### src/rtl/simon_round_ctrl_pkg.sv
// Shared Simon game definitions: round-controller state encoding and default widths.
package simon_round_ctrl_pkg;

  localparam int LED_W   = 16;
  localparam int PAT_W   = 12;
  localparam int ROUND_W = 5;
  localparam int WIN_W   = 10;
  localparam int REM_W   = $clog2(LED_W + 1);

  typedef logic [2:0] simon_rc_state_t;

  localparam simon_rc_state_t ST_IDLE   = 3'd0;
  localparam simon_rc_state_t ST_FETCH  = 3'd1;
  localparam simon_rc_state_t ST_COUNT  = 3'd2;
  localparam simon_rc_state_t ST_SAMPLE = 3'd3;
  localparam simon_rc_state_t ST_DONE   = 3'd4;

endpackage

### src/rtl/simon_round_ctrl_prescaler.sv
// Countdown tick prescaler: counts 0..TICK_DIV-1 and flags the wrap cycle.
module simon_tick_prescaler #(
  parameter int TICK_DIV = 4
) (
  input  logic clk,
  input  logic rst,
  input  logic clear,
  output logic tick
);

  localparam int CW = $clog2(TICK_DIV);
  localparam logic [CW-1:0] LAST = CW'(TICK_DIV - 1);

  logic [CW-1:0] count;

  // NOTE: state registers use non-blocking assignments so every flop samples pre-edge values.
  always_ff @(posedge clk or posedge rst) begin
    if (rst) begin
      count <= '0;
    end else if (clear || count == LAST) begin
      count <= '0;
    end else begin
      count <= count + CW'(1);
    end
  end

  assign tick = !clear && (count == LAST);

endmodule

### src/rtl/simon_round_ctrl.sv
// Simon Says round sequencer: fetch a pattern, run a shrinking countdown bar, sample the player.
module simon_round_ctrl
  import simon_round_ctrl_pkg::*;
#(
  parameter int TICK_DIV   = 4,
  parameter int BASE_TICKS = 16,
  parameter int STEP_TICKS = 1,
  parameter int MIN_TICKS  = 4
) (
  input  logic               clk,
  input  logic               rst,
  input  logic               start,
  input  logic               abort,
  input  logic [ROUND_W-1:0] round,
  output logic               pat_req,
  input  logic               pat_ack,
  input  logic [PAT_W-1:0]   pat_data,
  input  logic               pat_say,
  input  logic [LED_W-1:0]   in,
  output logic [PAT_W-1:0]   pattern,
  output logic               say,
  output logic [LED_W-1:0]   led,
  output logic [LED_W-1:0]   sample,
  output logic               busy,
  output logic               done
);

  localparam logic [LED_W:0] BAR_ONE = (LED_W + 1)'(1);

  simon_rc_state_t    state;
  logic [ROUND_W-1:0] round_q;
  logic [REM_W-1:0]   remaining;
  logic [WIN_W-1:0]   round_ticks;
  logic [WIN_W-1:0]   window;
  logic [LED_W:0]     bar_full;
  logic               tick;
  logic               presc_clear;

  // Compare before subtracting so late rounds clamp to the floor instead of wrapping.
  assign round_ticks = WIN_W'(round_q) * WIN_W'(STEP_TICKS);

  // NOTE: combinational outputs get a default first so no path leaves them unassigned (no latch).
  always_comb begin
    window = WIN_W'(MIN_TICKS);
    if (round_ticks + WIN_W'(MIN_TICKS) < WIN_W'(BASE_TICKS)) begin
      window = WIN_W'(BASE_TICKS) - round_ticks;
    end
  end

  assign presc_clear = (state != ST_COUNT) || abort;

  simon_tick_prescaler #(
    .TICK_DIV (TICK_DIV)
  ) u_prescaler (
    .clk   (clk),
    .rst   (rst),
    .clear (presc_clear),
    .tick  (tick)
  );

  always_ff @(posedge clk or posedge rst) begin
    if (rst) begin
      state     <= ST_IDLE;
      round_q   <= '0;
      remaining <= '0;
      pattern   <= '0;
      say       <= 1'b0;
      sample    <= '0;
    end else if (abort && state != ST_IDLE) begin
      state     <= ST_IDLE;
      remaining <= '0;
    end else begin
      case (state)
        ST_IDLE: begin
          if (start && !abort) begin
            round_q <= round;
            state   <= ST_FETCH;
          end
        end
        ST_FETCH: begin
          if (pat_ack) begin
            pattern   <= pat_data;
            say       <= pat_say;
            remaining <= REM_W'(window);
            state     <= ST_COUNT;
          end
        end
        ST_COUNT: begin
          if (tick) begin
            remaining <= remaining - REM_W'(1);
            if (remaining == REM_W'(1)) begin
              state <= ST_SAMPLE;
            end
          end
        end
        ST_SAMPLE: begin
          sample <= in;
          state  <= ST_DONE;
        end
        ST_DONE:  state <= ST_IDLE;
        default:  state <= ST_IDLE;
      endcase
    end
  end

  // One extra bit lets remaining == LED_W produce the all-ones bar.
  assign bar_full = (BAR_ONE << remaining) - BAR_ONE;
  assign led      = (state == ST_COUNT) ? bar_full[LED_W-1:0] : '0;
  assign pat_req  = (state == ST_FETCH);
  assign busy     = (state != ST_IDLE);
  assign done     = (state == ST_DONE);

endmodule

### config.mk
export PLATFORM = sky130hd
export DESIGN_NAME = simon_round_ctrl
export DESIGN_NICKNAME = d
export VERILOG_FILES = /design/src/rtl/simon_round_ctrl_pkg.sv /design/src/rtl/simon_round_ctrl_prescaler.sv /design/src/rtl/simon_round_ctrl.sv
export SDC_FILE = /design/constraint.sdc
export NUM_CORES = 1
export LEC_CHECK = 0
export CELL_PAD_IN_SITES_DETAIL_PLACEMENT = 2
export CELL_PAD_IN_SITES_GLOBAL_PLACEMENT = 2
export CORE_MARGIN = 3
export CORE_UTILIZATION = 27
export CTS_BUF_LIST = sky130_fd_sc_hd__clkbuf_16
export DETAILED_ROUTE_END_ITERATION = 12
export PLACE_DENSITY_LB_ADDON = 0.05
export SETUP_SLACK_MARGIN = 0.15
export SLEW_MARGIN = 20
export SYNTH_ARGS = -nofsm -noshare
export SYNTH_HDL_FRONTEND = slang
export SYNTH_SLANG_ARGS = --single-unit
### constraint.sdc
create_clock -name clk -period 3.1 [get_ports clk]
set_clock_uncertainty 0.15 [all_clocks]
set_input_delay 0.93 -clock clk [delete_from_list [all_inputs] [get_ports clk]]
set_output_delay 0.93 -clock clk [all_outputs]
set_load 0.01 [all_outputs]
Word level (Yosys, flattened, before mapping)
Index checks and enable logic that the tools add are counted.
{"block": "totals", "regBits": 44, "output_inout_bits": 48, "word_cells": 54}
{"block": "op_classes", "add_sub_neg": 5, "magnitude_cmp": 1, "n_eq_ne": 11, "shift": 1, "n_mux": 13, "n_bitwise": 1, "reduce_logical": 15}
{"cell": "two-way mux 5 bit", "n": 4}
{"cell": "two-way mux 16 bit", "n": 1}
{"cell": "<< shifter 1 x 5 -> 16 bit (first input constant)", "n": 1}
{"cell": "subtractor 16 x 1 -> 16 bit (second input constant)", "n": 1}
{"cell": "two-way mux 3 bit", "n": 5}
{"cell": "case mux 3 bit (4 select lines)", "n": 1}
{"cell": "case mux 5 bit (2 select lines)", "n": 1}
{"cell": "inequality test 3 bit (second input constant)", "n": 3}
{"cell": "AND reduction 3 bit", "n": 3}
{"cell": "adder 5 x 3 -> 6 bit (second input constant)", "n": 1}
{"cell": "equality test 3 x 2 -> 1 bit (second input constant)", "n": 2}
{"cell": "< comparator 6 x 5 -> 1 bit (second input constant)", "n": 1}
{"cell": "nonzero test 3 bit", "n": 2}
{"cell": "equality test 5 x 1 -> 1 bit (second input constant)", "n": 1}
{"cell": "subtractor 5 x 1 -> 5 bit (second input constant)", "n": 1}
{"cell": "subtractor 5 bit (first input constant)", "n": 1}
{"cell": "AND reduction 4 bit", "n": 1}
{"cell": "equality test 3 x 1 -> 1 bit (second input constant)", "n": 1}
{"cell": "equality test 3 bit (second input constant)", "n": 1}
{"cell": "logical AND 1 bit", "n": 3}
{"cell": "zero test 3 bit", "n": 1}
{"cell": "inequality test 3 x 1 -> 1 bit (second input constant)", "n": 1}
{"cell": "inequality test 3 x 2 -> 1 bit (second input constant)", "n": 1}
{"cell": "adder 2 x 1 -> 2 bit (second input constant)", "n": 1}
{"cell": "other kinds (6)", "n": 8}

Logic depth before layout (Yosys ltp)
Gate-level depths: netlist of the first run.
{"block": "logic_depth", "ltp_word": 7, "mapped_depth": 9, "ltp_nobuf": 8}

Hierarchy
Synthesis of the first run repeated with hierarchy kept, for this count alone.
{"block": "unflattened", "hier_cells": 237, "hier_area_um2": 2542.4}
{"mod": "simon_round_ctrl", "instances": 1, "cells_per_inst": 230, "area_per_inst_um2": 2452.4, "seq_area_each_um2": 1051.0}
{"mod": "simon_tick_prescaler", "instances": 1, "cells_per_inst": 7, "area_per_inst_um2": 90.1, "seq_area_each_um2": 50.0}

Worst setup path before layout of the first run
OpenSTA, ideal clock, no wires.
{"block": "synth_timing", "kind": "reg2out", "start": "reg remaining[0]", "end": "out led[6]", "t_arrival_ps": 1959, "slack_ps": 61, "stages_incl_launch_ff": 9, "path_buffers": 2, "path_cell_list": "dfrtp_1 -> inv_1 -> ha_1 -> clkbuf_1 -> nand2_1 -> ha_1 -> clkbuf_1 -> a311o_1 -> a21oi_1"}
{"block": "synth_between", "elab_chain_cells": 3}
{"item": "start, declared", "line_no": "simon_round_ctrl.sv:32", "rtl": "logic [REM_W-1:0] remaining;"}
{"item": "start signal, assigned", "line_no": "simon_round_ctrl.sv:84", "rtl": "remaining <= REM_W'(window);"}
{"item": "start signal, assigned", "line_no": "simon_round_ctrl.sv:90", "rtl": "remaining <= remaining - REM_W'(1);"}
{"item": "<< shifter 1 x 5 -> 16 bit", "line_no": "simon_round_ctrl.sv:107", "rtl": "assign bar_full = (BAR_ONE << remaining) - BAR_ONE;"}
{"item": "subtractor 16 x 1 -> 16 bit", "line_no": "simon_round_ctrl.sv:107"}
{"item": "two-way mux 16 bit", "line_no": "simon_round_ctrl.sv:108", "rtl": "assign led = (state == ST_COUNT) ? bar_full[LED_W-1:0] : '0;"}
{"item": "end, declared", "line_no": "simon_round_ctrl.sv:22", "rtl": "output logic [LED_W-1:0] led,"}
No other way between the ends.

Worst setup path in the final report of the first run
{"block": "layout_timing", "start": "reg remaining[0]", "end": "out led[11]"}
The elaborated chain is that of the path after synthesis.

==> run summary, run 1 <==
Overall die height - 101 um
Effective utilization at floorplan - 0.286
Number of flops mapped to enable cells by yosys - 0
Vias per inst - 5.02
Leak - 0.00178 uW
Combinational family with the most area after synthesis - multiplexers
Last weighted congestion value of the routability-driven placer - 0.809
Relative contribution of sequential cells to total power - 0.288
Fraction of final layout cells sized beyond drive strength 1 - 0.406
Most used standard cell by instance count after synthesis - sky130_fd_sc_hd__dfrtp_1
Global-route wire length before repair - 13.9 mm
Worst hold path stage count - 1
F_max - 313 MHz
Cell area power density - 713 nW/um2
Clock insertion delay at the later pin of the skew report - 0.28 ns
Minimum clock period - 3.19 ns
Clock tree sinks - 44
Post-route non-filler standard cell count - 465
Via total after detailed routing - 2,332
Power share of the clock group - 0.204
Required time at the endpoint of the critical path - 2.02 ns
Cell type with the largest total area after synthesis - sky130_fd_sc_hd__dfrtp_1
Setup tns final - -0.252 ns
Synth warnings - 0
Number of hold buffers added after CTS - 0
Post-synthesis share of cell area spent on full adders, half adders and majority gates - 0.0413
Worst slack at placement - -0.341 ns
Post-synthesis average cell area - 10.5 um2
Comb pwr share - 0.508
Setup slack after layout - -0.0909 ns
Global-route usage over all layers - 0.174
Mux share of post-synthesis cell area - 0.179
DRC Markers - 0
I/O Pins - 87
Nets@finish - 406
Sequential Area - 1100 um2
Area overhead of the layout relative to synthesis - 70.8%
Post-synth cell types - 45
Cell type of the slowest stage on the worst timing path - sky130_fd_sc_hd__or4_4
Count of routing violations after the opening detailed-route iteration - 16
Violations in the final reports - setup timing
Arr. time, crit path - 2.11 ns
Share of synthesized registers carrying an async set or reset - 1.00
Peak VDD IR - 286 uV
PortBufs - 86
CTS tree - done
Sequential-to-total area share from yosys stat - 0.454
Synthesized Nets - 278
Post-DP HPWL - 6.18 mm
Nature of the critical path endpoint - output pin
Compound-gate portion of the synthesized area - 0.117
Die X - 101 um
CP max FO - 6
Delay of the slowest critical-path stage - 0.59 ns
Routed len/inst - 18.8 um
Synth Area in Simple Gates - 0.154
CTS H-Tree Depth - 2
Total count of max-transition violations in the final report - 0
Post-synthesis register bit count - 44
Maximum number of pins on one net before global-route repair - 26
Clock tree buffer depth - 2
Final hold violations - 0
Post-Place Cells - 443
Clock edge transition at the registers on the reported setup and hold paths - 0.06 ns
Primary FF master, synth - sky130_fd_sc_hd__dfrtp_1
Number of global-route vias before repair - 2,631
CP Cell Sequence - inv_4, ha_4, buf_6, or4_4, buf_6, a21oi_4, buf_6
Antenna violation net count after detailed routing - 0
Final setup violation count - 6
Synthesized-area fraction occupied by xor and xnor cells - 0.0108
Area share of the leading cell type in the synthesized netlist - 0.454
CTS Root Buffer Type - sky130_fd_sc_hd__clkbuf_16
Total congestion overflow - 0
Worst min-delay path class - register to register
Reported net switching power - 985 uW
Aggregate routed wire length - 8.76 mm
Area of the multi-input gates - 1480 um2
Worst Tran Pin Value - 0.822 ns
Netlist Area Pre-Place - 2420 um2
Number of antenna cells inserted - 0
Switch share - 0.333
Worst-case reg-to-reg path depth - 4
Most prevalent standard cell on the critical path - sky130_fd_sc_hd__buf_6
Count of max-cap constraint violations - 0
Utilization after layout - 0.489
Top cells by area in the synthesized netlist - sky130_fd_sc_hd__dfrtp_1 (45%), sky130_fd_sc_hd__mux2_2 (14%), sky130_fd_sc_hd__a21oi_1 (4.3%), sky130_fd_sc_hd__ha_1 (4.1%), sky130_fd_sc_hd__mux2_4 (3.1%)
Critical path start-end classification - register to output pin
Period Utilization, post-route - 1.03
Area enclosed by the die boundary - 10,100 um2
Placeable core area - 8460 um2
Number of antenna violations at the first check in global routing - 0
Slew margin rel. - 0.451
Worst setup SP type - register
Rows - 33
Result of the run - finished with violations
Total clock buffers created by CTS - 5
Power Internal - 1970 uW
Synth cell count leaders - sky130_fd_sc_hd__dfrtp_1 (44), sky130_fd_sc_hd__mux2_2 (30), sky130_fd_sc_hd__a21oi_1 (21)
Number of iterations in the first detailed-routing pass - 3
Post-Synthesis Cells - 231
Total of fill cells in the finished design - 876
RSZ-0062 raised after global routing - yes
[per-layer routing]
metal | wire (um) | share of wire | GRT usage | vias to the layer above
met5 | 0 | 0 | 0 | -
met4 | 108 | 0.012 | 0.0383 | 0
met3 | 548 | 0.063 | 0.0567 | 13
met2 | 4700 | 0.54 | 0.307 | 56
met1 | 3400 | 0.39 | 0.206 | 1180
li1 | - | - | - | 1083
[sequential cells by signal (all words and copies together) (netlist names)]
register           count
u_prescaler.count      2
sample                16
pattern               12
round_q                5
say                    1
state                  3
remaining              5
[power by group through the flow]
stage / combinational (uW) / sequential, uW / clock (uW)
floorplan: 507 / 899 / 0
global placement: 1170 / 841 / 0
global route: 1620 / 878 / 656
detailed placement: 1190 / 856 / 0
finish: 1500 / 849 / 603
CTS: 1360 / 853 / 628
[final cells by class]
| class | instances | share of cell area |
|---|---|---|
| Clock inverter | 3 | 0.0103 |
| Inverter | 8 | 0.00786 |
| Tap cell | 105 | 0.0317 |
| Sequential cell | 44 | 0.267 |
| Multi-Input combinational cell | 163 | 0.356 |
| Timing Repair Buffer | 137 | 0.297 |
| Clock buffer | 5 | 0.0302 |
[logic make-up (layout without fill, tap and decap cells)]
logic type,count (synthesis),in the layout
xor gates and xnor gates,3,3
AOI/OAI and AO/OA,47,47
buffers and inverters,24,153
DFF,44,44
and+or+nand+nor,68,68
muxes,37,37
adders and majority gates,8,8
[path summary, 6_finish.rpt]
kind	start	to	slack, ns
worst min register to register	u_prescaler.count[0]$_DFF_PP0_	u_prescaler.count[0]$_DFF_PP0_	0.29
worst max register to register	state[2]$_DFFE_PP0P_	round_q[2]$_DFFE_PP0P_	1.01
worst max-delay path	remaining[0]$_DFFE_PP0P_	led[11]	-0.09
worst min-delay path	u_prescaler.count[0]$_DFF_PP0_	u_prescaler.count[0]$_DFF_PP0_	0.29
min in group asynchronous	rst	sample[5]$_DFFE_PP0P_	0.85
max in group asynchronous	rst	remaining[0]$_DFFE_PP0P_	1.40
[stage by stage]
step                total power [uW]  hold slack (ns)  area (um2)
finish                          2950            0.294        4140
global placement                2010            0.276        3640
detailed placement              2050            0.290        3640
CTS                             2840            0.301        4000
global route                    3150            0.317        4140
floorplan                       1410            0.266        2430
[cell usage in the layout (no fill, tap or decap), types with 7 or more instances in the layout]
cell type and n:
sky130_fd_sc_hd__buf_6 11, sky130_fd_sc_hd__a21oi_1 16, sky130_fd_sc_hd__dfrtp_1 42, sky130_fd_sc_hd__buf_2 12
sky130_fd_sc_hd__nor2_1 12, sky130_fd_sc_hd__nand3_1 7, sky130_fd_sc_hd__buf_4 41, sky130_fd_sc_hd__nand2_1 8
sky130_fd_sc_hd__clkdlybuf4s50_1 70, sky130_fd_sc_hd__mux2_2 30
[critical path, delay by kind of cell (launching register included)]
| family | cells | cell delay, ns |
|---|---|---|
| DFF | 1 | 0.42 |
| AOI/OAI and AO/OA | 1 | 0.15 |
| and+or+nand+nor | 1 | 0.59 |
| buffers and inverters | 4 | 0.47 |
| adders and majority gates | 1 | 0.19 |
[timing repair]
item,in CTS,in global routing
setup endpoints to repair,16,14
endpoints found under the hold margin,0,0
gates resized for setup,96,25
buffers inserted,7,7
pin swaps,13,16
No activity file was read; power rests on OpenSTA's default activity.
==> inputs of run 2 (changes only) <==
--- a/config.mk
+++ b/config.mk
@@ -7,7 +7,7 @@
 export LEC_CHECK = 0
 export CELL_PAD_IN_SITES_DETAIL_PLACEMENT = 2
 export CELL_PAD_IN_SITES_GLOBAL_PLACEMENT = 2
-export CORE_MARGIN = 3
+export CORE_ASPECT_RATIO = 1.1
 export CORE_UTILIZATION = 27
 export CTS_BUF_LIST = sky130_fd_sc_hd__clkbuf_16
 export DETAILED_ROUTE_END_ITERATION = 12
==> run summary, run 2 (same netlist as run 1, synthesis figures left out) <==
Total count of max-transition violations in the final report - 0
Vias per inst - 4.94
Arr. time, crit path - 2.09 ns
Commonest cells after routing, fill and taps aside - sky130_fd_sc_hd__clkdlybuf4s50_1 (70), sky130_fd_sc_hd__dfrtp_1 (43), sky130_fd_sc_hd__buf_4 (41), sky130_fd_sc_hd__mux2_2 (30), sky130_fd_sc_hd__a21oi_1 (19)
CTS tree - done
Antenna violation net count after detailed routing - 0
Power Internal - 1900 uW
Aggregate routed wire length - 8.05 mm
Slew margin rel. - 0.528
Via total after detailed routing - 2,295
Relative contribution of sequential cells to total power - 0.299
Violations in the final reports - setup timing
Maximum number of pins on one net before global-route repair - 30
Global-route wire length before repair - 13.6 mm
Nets@finish - 400
Effective utilization at floorplan - 0.284
Cell area power density - 711 nW/um2
Period Utilization, post-route - 1.02
Setup slack after layout - -0.0683 ns
Worst-case reg-to-reg path depth - 4
Area overhead of the layout relative to synthesis - 63.8%
Minimum clock period - 3.17 ns
Final setup violation count - 9
CTS H-Tree Depth - 2
Clock edge transition at the registers on the reported setup and hold paths - 0.06 ns
Sequential Area - 1100 um2
Clock tree buffer depth - 2
Number of antenna cells inserted - 0
Final hold violations - 0
Post-Place Cell Area - 3620 um2
Count of max-cap constraint violations - 0
Nature of the critical path endpoint - output pin
Critical R2R Capture - round_q[0]$_DFFE_PP0P_
Leak - 0.00173 uW
Most common cell after layout, fill and taps aside - sky130_fd_sc_hd__clkdlybuf4s50_1
Critical path start-end classification - register to output pin
CP Cell Sequence - inv_4, ha_4, and3b_1, o41ai_2, buf_4, nand2b_4, a21oi_2, buf_2
Fraction of final layout cells sized beyond drive strength 1 - 0.381
Worst hold path stage count - 1
Comb pwr share - 0.486
Number of flip-flops in the largest register - 16
Clock tree sinks - 44
PortBufs - 86
Hold Crit Start - u_prescaler.count[0]$_DFF_PP0_
Worst setup SP type - register
Rows - 35
Hold-critical path endpoint - u_prescaler.count[0]$_DFF_PP0_
Delay of the slowest critical-path stage - 0.46 ns
F_max - 316 MHz
Total clock buffers created by CTS - 5
Result of the run - finished with violations
Last weighted congestion value of the routability-driven placer - 0.753
Total of fill cells in the finished design - 902
Number of antenna violations at the first check in global routing - 0
Worst Tran Pin Value - 0.707 ns
RSZ-0062 raised after global routing - yes
CP max FO - 6
Gate family responsible for the most delay along the worst path - flip-flops
Total congestion overflow - 0
Area enclosed by the die boundary - 9360 um2
Cell type of the slowest stage on the worst timing path - sky130_fd_sc_hd__dfrtp_2
Area of the multi-input gates - 1390 um2
Number of global-route vias before repair - 2,684
Reg2Reg Setup Slack - 0.99 ns
Worst min-delay path class - register to register
Number of iterations in the first detailed-routing pass - 4
Required time at the endpoint of the critical path - 2.02 ns
Reported net switching power - 917 uW
Count of routing violations after the opening detailed-route iteration - 46
Post-DP HPWL - 5.71 mm
Power share of the clock group - 0.215
Final Instance Area - 3970 um2
CP bufs+invs - 3
Worst reg2reg startpoint - state[2]$_DFFE_PP0P_
Peak VDD IR - 277 uV
Clock insertion delay at the later pin of the skew report - 0.29 ns
DRC Markers - 0
Overall die height - 101 um
Placeable core area - 8540 um2
Switch share - 0.325
Die X - 92.3 um
Routed len/inst - 17.3 um
Leading registers by flop count - sample: 16 flops, pattern: 12 flops
Worst slack at placement - -0.355 ns
I/O Pins - 87
Most flop-heavy register - sample
CTS Root Buffer Type - sky130_fd_sc_hd__clkbuf_16
Global-route usage over all layers - 0.186
CP startpoint - remaining[0]$_DFFE_PP0P_
run 2: final cells by class:
type | count | share of cell area
clock inverter | 3 | 0.0107
multi-input combinational | 163 | 0.349
clock buffer | 5 | 0.0315
sequential | 44 | 0.278
inverter | 8 | 0.00820
timing repair buffer | 131 | 0.288
tap | 111 | 0.0350
run 2: repair_timing:
item	in CTS	in global routing
buffers inserted	7	2
gates resized for setup	97	2
setup endpoints to repair	16	14
pin swaps	11	3
hold buffers	0	0
run 2: worst max path at each step:
stage / depth (start not counted) / slack, ns / end
floorplan: 7 / 0.20 / led[13]
global placement: 9 / -0.22 / led[8]
detailed placement: 9 / -0.36 / led[8]
CTS: 8 / -0.05 / led[14]
global route: 8 / -0.14 / led[14]
finish: 8 / -0.07 / led[14]
run 2: metal layers:
metal	GRT usage	wire length (um)
met1	0.207	3130
met2	0.358	4390
met3	0.0375	399
met4	0.0493	121
met5	0	0
run 2: worst reg2reg max path, delay by kind of cell, from the launching register on:
kind / cells / cell delay (ns)
AND/OR/NAND/NOR: 2 / 0.95
flip-flops: 1 / 0.38
multiplexers: 1 / 0.36
buffers and inverters: 1 / 0.16
run 2: power by group through the flow:
stage          Clock, uW  Sequential, uW  Combinational [uW]
6_report             607             844                1370
4_1_cts              626             847                1350
5_1_grt              643             870                1480
3_3_place_gp           0             839                1160
3_5_place_dp           0             854                1190
2_1_floorplan          0             899                 507
run 2: through the flow:
step,hold slack (ns),total power [uW],util,std cells,setup TNS (ns)
finish,0.296,2820,0.465,465,-0.223
floorplan,0.266,1410,-,231,0
global route,0.319,2990,0.465,465,-0.991
global placement,0.288,2000,0.424,448,-1.86
CTS,0.300,2820,0.462,463,-0.0913
detailed placement,0.291,2040,0.424,448,-3.41
